==> src/rtl/div_pkg.sv <==
// div_pkg: quotient-digit encodings and converter state encoding shared by the SRT divider
package div_pkg;
  localparam logic [1:0] DIG_POS  = 2'b10;
  localparam logic [1:0] DIG_NEG  = 2'b01;
  localparam logic [1:0] DIG_ZERO = 2'b00;
  localparam logic [1:0] DIG_ILL  = 2'b11;
  typedef enum logic [1:0] {IDLE = 2'd0, RUN = 2'd1, FIX = 2'd2} otf_state_t;
endpackage

==> src/rtl/otf_step.sv <==
// otf_step: one on-the-fly conversion step; illegal digits behave as zero
module otf_step
  import div_pkg::*;
#(
  parameter int WIDTH = 16
) (
  input  logic [1:0]     i_digit,
  input  logic [WIDTH:0] i_q,
  input  logic [WIDTH:0] i_qm,
  output logic [WIDTH:0] o_q,
  output logic [WIDTH:0] o_qm
);
  always_comb begin
    o_q  = i_digit == DIG_POS ? {i_q[WIDTH-1:0], 1'b1} :
           i_digit == DIG_NEG ? {i_qm[WIDTH-1:0], 1'b1} : {i_q[WIDTH-1:0], 1'b0};
    o_qm = i_digit == DIG_POS ? {i_q[WIDTH-1:0], 1'b0} :
           i_digit == DIG_NEG ? {i_qm[WIDTH-1:0], 1'b0} : {i_qm[WIDTH-1:0], 1'b1};
  end
endmodule

==> src/rtl/otf_quotient_converter.sv <==
// otf_quotient_converter: signed-digit quotient stream to two's-complement with remainder-sign fix.
// Define DIGIT_CHECK_EN to enable the sticky illegal-digit flag.
module otf_quotient_converter
  import div_pkg::*;
#(
  parameter int WIDTH = 16
) (
  input  logic           clk,
  input  logic           rst,
  input  logic           start,
  input  logic           digit_valid,
  input  logic [1:0]     digit,
  output logic           digit_ready,
  input  logic           fix_valid,
  input  logic           rem_neg,
  output logic           busy,
  output logic           done,
  output logic [WIDTH:0] quotient,
  output logic           digit_err
);
  localparam int CW = $clog2(WIDTH + 1);
  otf_state_t r_state, w_next;
  logic [WIDTH:0] r_q, r_qm, r_quot, w_q_next, w_qm_next;
  logic [CW-1:0]  r_count;
  logic           r_done, w_acc, w_start, w_fix;
  otf_step #(.WIDTH(WIDTH)) u_step (
    .i_digit(digit),
    .i_q    (r_q),
    .i_qm   (r_qm),
    .o_q    (w_q_next),
    .o_qm   (w_qm_next)
  );
  assign w_start     = r_state == IDLE && start;
  assign w_acc       = r_state == RUN && digit_valid;
  assign w_fix       = r_state == FIX && fix_valid;
  assign digit_ready = r_state == RUN;
  assign busy        = r_state == RUN || r_state == FIX;
  assign done        = r_done;
  assign quotient    = r_quot;
  always_comb begin
    w_next = r_state == IDLE ? (start ? RUN : IDLE) :
             r_state == RUN  ? (w_acc && r_count == CW'(WIDTH - 1) ? FIX : RUN) :
             r_state == FIX  ? (fix_valid ? IDLE : FIX) : IDLE;
  end
  always_ff @(posedge clk or posedge rst) begin
    if (rst) r_state <= IDLE;
    else r_state <= w_next;
  end
  always_ff @(posedge clk or posedge rst) begin
    if (rst) begin
      r_q     <= '0;
      r_qm    <= '1;
      r_count <= '0;
      r_quot  <= '0;
      r_done  <= 1'b0;
    end else begin
      r_done <= w_fix;
      if (w_start) begin
        r_q     <= '0;
        r_qm    <= '1;
        r_count <= '0;
      end else if (w_acc) begin
        r_q     <= w_q_next;
        r_qm    <= w_qm_next;
        r_count <= r_count + 1'b1;
      end
      if (w_fix) r_quot <= rem_neg ? r_qm : r_q;
    end
  end
`ifdef DIGIT_CHECK_EN
  logic r_err;
  always_ff @(posedge clk or posedge rst) begin
    if (rst) r_err <= 1'b0;
    else if (w_start) r_err <= 1'b0;
    else if (w_acc && digit == DIG_ILL) r_err <= 1'b1;
  end
  assign digit_err = r_err;
`else
  assign digit_err = 1'b0;
`endif
endmodule

==> config.mk <==
export PLATFORM = sky130hd
export DESIGN_NAME = otf_quotient_converter
export DESIGN_NICKNAME = d
export VERILOG_FILES = /design/src/rtl/div_pkg.sv /design/src/rtl/otf_step.sv /design/src/rtl/otf_quotient_converter.sv
export SDC_FILE = /design/constraint.sdc
export NUM_CORES = 1
export LEC_CHECK = 0
export ABC_AREA = 1
export BUFFER_PORTS_ARGS = -buffer_cell sky130_fd_sc_hd__buf_2
export CAP_MARGIN = 20
export CORE_UTILIZATION = 51
export CTS_BUF_LIST = sky130_fd_sc_hd__clkbuf_4
export DETAILED_ROUTE_END_ITERATION = 8
export PLACE_DENSITY = 0.79
export SLEW_MARGIN = 20
export SYNTH_ARGS = -nofsm -noshare
export SYNTH_HDL_FRONTEND = slang
export SYNTH_SLANG_ARGS = --single-unit
==> constraint.sdc <==
create_clock -name clk -period 2.2 [get_ports clk]
set_clock_uncertainty 0.1 [all_clocks]
set_input_delay 0.11 -clock clk [delete_from_list [all_inputs] [get_ports clk]]
set_output_delay 0.11 -clock clk [all_outputs]
set_load 0.05 [all_outputs]
After elaboration in Yosys (flattened, before gate mapping) --
Cells that the tools add are included.
Storage, ports and cells: flip-flop bits (word level) 59, input port bits 8, output and inout port bits 21, logic and storage cells 36
Operators by class: equality and inequality tests 5, $add $sub $neg 1, reduce and logical (&&, ||, !) cells 7, mux-type cells 17
Operator list (number):
- $mux 17 | 8
- $mux 2 | 5
- $mux 5 | 2
- $add 5x1->5 const B | 1
- $eq 5x4->1 const B | 1
- $eq 2x1->1 const B | 2
- $eq 2x2->1 const B | 2
- $logic_and 1x1->1 | 4
- $logic_not 2->1 | 1
- $mux 1 | 2
- $reduce_bool 2->1 | 1
- $logic_or 1x1->1 | 1

Longest topological paths before layout --
Gate-level depths: netlist (run 1).
word-level depth 6, mapped depth 9, mapped depth without buffers 8

Modules after synthesis --
A second synthesis (run 1) with hierarchy kept.
Second synthesis, totals: cells, all modules 414, area total of the unflattened synthesis 3239.4 µm²
By module, submodules not included:
- otf_quotient_converter | instances 1, sequential area each 1497.7 µm², cells an instance 301, area an instance 2672.6 µm²
- otf_step | instances 1, sequential area each 0.0 µm², cells an instance 113, area an instance 566.8 µm²

Worst setup path after synthesis (run 1) --
No wires, ideal clock.
path kind reg-to-reg, start point reg r_state[1], end point reg r_qm[10], arrival time 1.563 ns, stages on the path, launching flop included 9, period minus slack after synthesis 1.744 ns, library setup time 0.081 ns, buffers on the path 1, slack 0.456 ns, data required time 2.019 ns, cell sequence dfrtp_1 inv_1 ha_1 nand2_1 inv_1 nand2_2 inv_2 buf_6 a21oi_1
On the way: cells in the longest elaborated chain, start to end 3, elaborated cells on any way between the ends 6, those cells by class eq/ne (1); mux (1); reduce/logical (4)
Ends and longest elaborated chain:
- start, declared | RTL line otf_quotient_converter.sv:22 | otf_state_t r_state, w_next;
- start signal, assigned | RTL line otf_quotient_converter.sv:47 | else r_state <= w_next;
- $eq 2x1->1
- via digit_ready | RTL line otf_quotient_converter.sv:13 | output logic digit_ready,
- $logic_and 1x1->1 | RTL line otf_quotient_converter.sv:34 | assign w_acc = r_state == RUN && digit_valid;
- $reduce_bool 2->1 (no source line)
- end signal, assigned | RTL line otf_quotient_converter.sv:64 | r_qm <= w_qm_next;
- end, declared | RTL line otf_quotient_converter.sv:23 | logic [WIDTH:0] r_q, r_qm, r_quot, w_q_next, w_qm_next;
The timed path passes the listed nets, and every way through them passes these cells. A chain may end at the register's enable or synchronous reset.

Worst setup path after layout (run 1) --
start point reg r_state[1], end point reg r_count[0]
On the way: cells in the longest elaborated chain, start to end 3, elaborated cells on any way between the ends 6, those cells by class eq/ne (1); mux (1); reduce/logical (4)
Ends and longest elaborated chain:
- $eq 2x1->1 / $logic_not 2->1 (equally long branches) | RTL line otf_quotient_converter.sv:34, otf_quotient_converter.sv:33
- $logic_and 1x1->1, on equally long branches | RTL line otf_quotient_converter.sv:34, otf_quotient_converter.sv:33
- $reduce_bool 2->1 (no source line) / $mux 5 (equally long branches)
- end signal, assigned | RTL line otf_quotient_converter.sv:65 | r_count <= r_count + 1'b1;
- end, declared | RTL line otf_quotient_converter.sv:24 | logic [CW-1:0] r_count;
Several ways; a longest one is shown, not always the timed one.

==> reports/results.ini, run 1 <==
[status]
status=finished, final reports clean

[synthesis]
synth_warnings=0
synth_most_common_cell=nand2_1
ys_types=19
synth_top_area_cell=dfrtp_1
synth_top_area_share_pct=36.81
postSynthCellCount=344
ys_seq_area_share_pct=52.45
syn-cell-area_sq_mm=0.002855
async_flop_share_pct=100.0
synth.avg_cell_area_sq_um=8.300
synth_nets=359
synth_edf_count=0
ys.flop_type=dfrtp_1
synth_area_leaders=dfrtp_1 (37%), dfstp_2 (16%), nand2_1 (10%)
synth_common_cells=nand2_1 (78), a21oi_1 (52), dfrtp_1 (42)
synth-seq-cells=59

[routing]
drc=0
viasPerCell=5.114
dr_total_vias=2296
drt_first_pass_iters=4
avgRoutedWirePerCell_um=12.84
routed_wl_um=5763
antenna_left=0
drt-initial-drc-count=169

[min_path]
hold_end=r_q[0]$_DFFE_PP0P_
worstHoldPathCells=4
hp-start=digit[0]
hold_class=in2reg

[clocking]
cts_htree_levels=3
cts_setup_buffers=0
tritoncts=done
cts_inserted_buffers=9
insertion_delay_ns=0.39
cts_buffer_depth=2
cts.sinks=59
cts_root_buf=clkbuf_4
cts.clk_slew.worst_paths_ns=0.09

[grt]
grt_max_degree=60
grt_pass1_wl_um=10050
grt.total_usage_pct=22.03
antenna_found_initial=0
grt_pass1_vias=2124
grt_overflow=0

[critical_path]
path_cells=inv_1 > ha_1 > nand2_1 > nand2_2 > inv_2 > nand2_1 > o21ai_0
required_ns=2.36
criticalPathCategory=reg2reg
worst_path_most_repeated_cell=nand2_1
r2r-start=r_state[1]$_DFF_PP0_
cp.buffers_inverters=2
reg2reg_depth=7
crit_cells=7
critPathCaptureType=register
critical_path.top_delay_family=simple AND/OR/NAND/NOR gates
start_kind=register
r2r_end=r_count[0]$_DFFE_PP0P_
slowest_stage=dfrtp_1
rrSetupSlack_ns=0.53
path_max_fanout=18
critical_path_arrival_ns=1.83
cpPeakStageDelay_ns=0.40

[finish]
nets=389
diodes=0
drive_gt1_share_pct=19.53
finalNonFillerCells=449
area.growth.synth_to_final_pct=9.947
nFillCells=478

[die]
die_area_sq_mm=0.005902
io_pins=29
start_util_pct=54.52
die_y_um=76.83
fp-row-count=26
dieWidth_um=76.83
core_area_sq_mm=0.005238

[sta]
rsz0062_at_grt=no
max_freq_ghz=0.5998
tns_ns=0
layout_setup_ws_ns=0.5327
slew_headroom_pct=52.72
period_share_pct=75.78
holdWs_ns=0.04003
slew_viol_final=0
worstMarginPinSlew_ns=0.7092
finalCriticalPeriod_ns=1.667
hold_viol_final=0
setup_viol=0

[placed_design]
pre_cts_slack_ns=0.5731
place_inst=427
dp_hpwl_um=3972
placement.io_buffers=27
gp_congestion=0.7730

[power_and_ir_drop]
ir_drop_mv=0.7233
leakagePower_nw=1.529
power_density_mw_per_mm2=1491

[job]
cap_violations=0

==> cell families (layout without fill, tap and decap cells) <==
logic type,Yosys count,count (layout),share of synthesized area [%]
AO/OA/AOI/OAI,105,105,18.62
adder cells (fa/ha/maj),7,7,3.067
buffers and inverters,49,84,8.851
flip-flops,59,59,52.45
other,1,1,0.1313
AND/OR/NAND/NOR,123,123,16.87
==> sequential cells by signal (all words and copies together) (netlist names) <==
signal / cells
done: 1
r_count: 5
r_state: 2
quotient: 17
r_q: 17
r_qm: 17
==> layer usage <==
layer  routed length (um)  share of wire (%)  up-vias  track usage (%)
met4                   65                1.1        0            9.808
met1                 2841                 49     1044            31.44
met5                    0                  0        -                0
met2                 2486                 43       80            31.43
met3                  370                6.4        6            5.595
li1                     -                  -     1166                -
==> layout by cell type, fill, tap and decap left out, types with 7 or more instances in the layout <==
master / instances
ha_1: 7
a21oi_1: 52
dfrtp_1: 42
dfstp_2: 17
inv_1: 25
o21ai_0: 32
buf_2: 27
nand2_1: 78
clkbuf_4: 12
nor2_1: 37
o21ai_1: 18
==> per-stage QoR <==
stage | util (%) | power (W) | instance area, sq um
6_report | 59.94 | 0.004680 | 3139
5_1_grt | 59.94 | 0.005024 | 3139
4_1_cts | 59.94 | 0.004705 | 3139
3_5_place_dp | 56.74 | 0.004053 | 2972
3_3_place_gp | 56.74 | 0.003994 | 2972
2_1_floorplan | - | 0.003614 | 2855
==> worst min-delay path, delay by kind of cell <==
family	cells	cell delay (ns)
buffers and inverters	2	0.15
adders and majority gates	1	0.15
AOI/OAI and AO/OA	1	0.08
==> report_power, final <==
part | internal, W | switching (W)
Combinational | 0.000558 | 0.00150
Sequential | 0.00163 | 0.000368
Clock | 0.000260 | 0.000370
==> worst max-delay path by stage <==
stage,start,endpoint,slack [ns]
floorplan,r_state[1]$_DFF_PP0_,r_qm[10]$_DFFE_PP1P_,0.46
global placement,r_state[0]$_DFF_PP0_,r_q[13]$_DFFE_PP0P_,0.67
detailed placement,r_state[1]$_DFF_PP0_,r_count[0]$_DFFE_PP0P_,0.57
CTS,r_state[1]$_DFF_PP0_,r_count[0]$_DFFE_PP0P_,0.52
global route,r_state[1]$_DFF_PP0_,r_count[0]$_DFFE_PP0P_,0.38
finish,r_state[1]$_DFF_PP0_,r_count[0]$_DFFE_PP0P_,0.53
==> layout make-up <==
class                   instances  area [sq um]  area share [%]
multi-input cells             236          1105           35.19
clock buffers                  12         90.09           2.870
flip-flops and latches         59          1498           47.71
clock inverters                 4         17.52          0.5580
inverters                      31         116.4           3.707
well taps                      70         87.58           2.790
repair buffers                 37         225.2           7.174
==> repair_timing <==
| action | CTS | global route |
|---|---|---|
| gates resized for setup | 0 | 0 |
| hold buffers | 6 | 0 |
| hold endpoints to repair | 56 | 0 |
No activity file was read; power rests on OpenSTA's default activity.
==> inputs of run 2 (changes only) <==
clock period = 1.65 ns   (was 2.2 ns; I/O delays follow)
==> reports/results.ini, run 2 (synthesized netlist as in run 1, its figures left out) <==
[status]
status=finished, final reports clean

[clocking]
cts.clk_slew.worst_paths_ns=0.10
tritoncts=done
cts_root_buf=clkbuf_4
cts_setup_buffers=0
cts_htree_levels=3
cts_inserted_buffers=9
cts_buffer_depth=2
insertion_delay_ns=0.41
cts.sinks=59

[sta]
layout_setup_ws_ns=0.09345
period_share_pct=94.34
slew_headroom_pct=65.78
finalCriticalPeriod_ns=1.557
hold_viol_final=0
tns_ns=0
max_freq_ghz=0.6424
setup_viol=0
rsz0062_at_grt=no
slew_viol_final=0
worstMarginPinSlew_ns=0.5115

[routing]
drc=0
drt-initial-drc-count=219
viasPerCell=5.175
dr_total_vias=2339
antenna_left=0
avgRoutedWirePerCell_um=13.48
drt_first_pass_iters=4
routed_wl_um=6093

[critical_path]
rrSetupSlack_ns=0.13
criticalPathCategory=reg2out
critPathCaptureType=output pin
required_ns=1.47
start_kind=register
r2r_end=r_count[1]$_DFFE_PP0P_
reg2reg_depth=8
r2r-start=r_state[1]$_DFF_PP0_
critical_path_arrival_ns=1.37
path_max_fanout=2

[placed_design]
placement.io_buffers=27
gp_congestion=0.7904
pre_cts_slack_ns=0.1513
dp_hpwl_um=3918

[power_and_ir_drop]
internal_power_w=0.003262
power_density_mw_per_mm2=1978
p_total_w=0.006275
switchingPower_w=0.003013
pwr-share-clk_pct=13.3
power_frac_comb_pct=44.8
ir_drop_mv=0.8530
swShare_pct=48.01
leakagePower_nw=1.540
seq_power_share_pct=41.8

[die]
die_area_sq_mm=0.005902
dieWidth_um=76.83
die_y_um=76.83
io_pins=29
fp-row-count=26
core_area_sq_mm=0.005238
start_util_pct=54.52

[grt]
grt_overflow=0
grt_pass1_vias=2058
antenna_found_initial=0
grt.total_usage_pct=23.01
grt_max_degree=60
grt_pass1_wl_um=10360

[job]
cap_violations=0

[finish]
nFillCells=468
multiInputGateArea_sq_mm=0.001107
final_util_pct=60.56
nets=392
drive_gt1_share_pct=19.90
layout_commonest_cell=nand2_1
diodes=0
final_cell_mix=nand2_1 (78), a21oi_1 (52), dfrtp_1 (42), nor2_1 (37), o21ai_0 (32)
area.sequential_sq_mm=0.001498
area.growth.synth_to_final_pct=11.09

[min_path]
hold_class=in2reg
hold_end=r_qm[0]$_DFFE_PP1P_
worstHoldPathCells=4
hp-start=digit[0]

-- run 2: cell count changes in the layout (fill, tap and decap cells not counted) --
cell | before | now
clkbuf_4 | 12 | 11
clkinv_2 | 2 | 1
buf_4 | 4 | 6
clkinv_1 | 2 | 4
ha_1 | 7 | 6
buf_12 | 0 | 1
ha_2 | 0 | 1
-- run 2: how the worst max path moves through the flow --
stage                         startpoint             endpoint  slack (ns)  cells past startpoint
floorplan                            rst       done$_DFF_PP0_        0.04                      1
CTS                 r_state[0]$_DFF_PP0_                 busy        0.08                      3
global route        r_state[0]$_DFF_PP0_   r_q[7]$_DFFE_PP0P_       0.005                      7
detailed placement  r_state[0]$_DFF_PP0_  r_q[15]$_DFFE_PP0P_        0.15                      7
global placement    r_state[0]$_DFF_PP0_   r_q[4]$_DFFE_PP0P_        0.19                      7
finish              r_state[0]$_DFF_PP0_                 busy        0.09                      3
-- run 2: power groups by stage --
stage	logic, W	clock network [W]	registers [W]
after floorplan	0.00154	0	0.00329
after global placement	0.00273	0	0.00264
after detailed placement	0.00280	0	0.00264
after CTS	0.00282	0.000848	0.00262
after global routing	0.00309	0.000921	0.00271
final	0.00281	0.000836	0.00263
-- run 2: area by class of cell --
| type | instances | area share, % |
|---|---|---|
| Clock inverter | 5 | 0.6312 |
| Tap cell | 70 | 2.761 |
| Timing Repair Buffer | 40 | 8.205 |
| Sequential cell | 59 | 47.22 |
| Inverter | 31 | 3.669 |
| Clock buffer | 11 | 2.604 |
| Multi-Input combinational cell | 236 | 34.91 |
-- run 2: critical path: stages, from the launching register on --
cell and delay, ns:
dfrtp_1 0.37, inv_1 0.06, ha_1 0.28, buf_2 0.26
-- run 2: routing by layer --
metal  routed length (um)  GRT usage, %
met4                  110         9.808
met2                 2539         30.98
met5                    0             0
met3                  437         7.143
met1                 3005         33.72
-- run 2: through the flow --
stage | hold WS, ns | cell area, sq um | instances
after detailed placement | 0.06574 | 3009 | 430
final | 0.03651 | 3172 | 452
after CTS | 0.02124 | 3172 | 452
after global placement | 0.06455 | 3009 | 430
after floorplan | 0.1573 | 2858 | 344
after global routing | 0.01721 | 3172 | 452
-- run 2: timing repair --
action,4_1_cts,5_1_grt
hold endpoints to repair,65,0
setup endpoints to repair,0,0
resized for setup,0,0
hold buffers,6,0
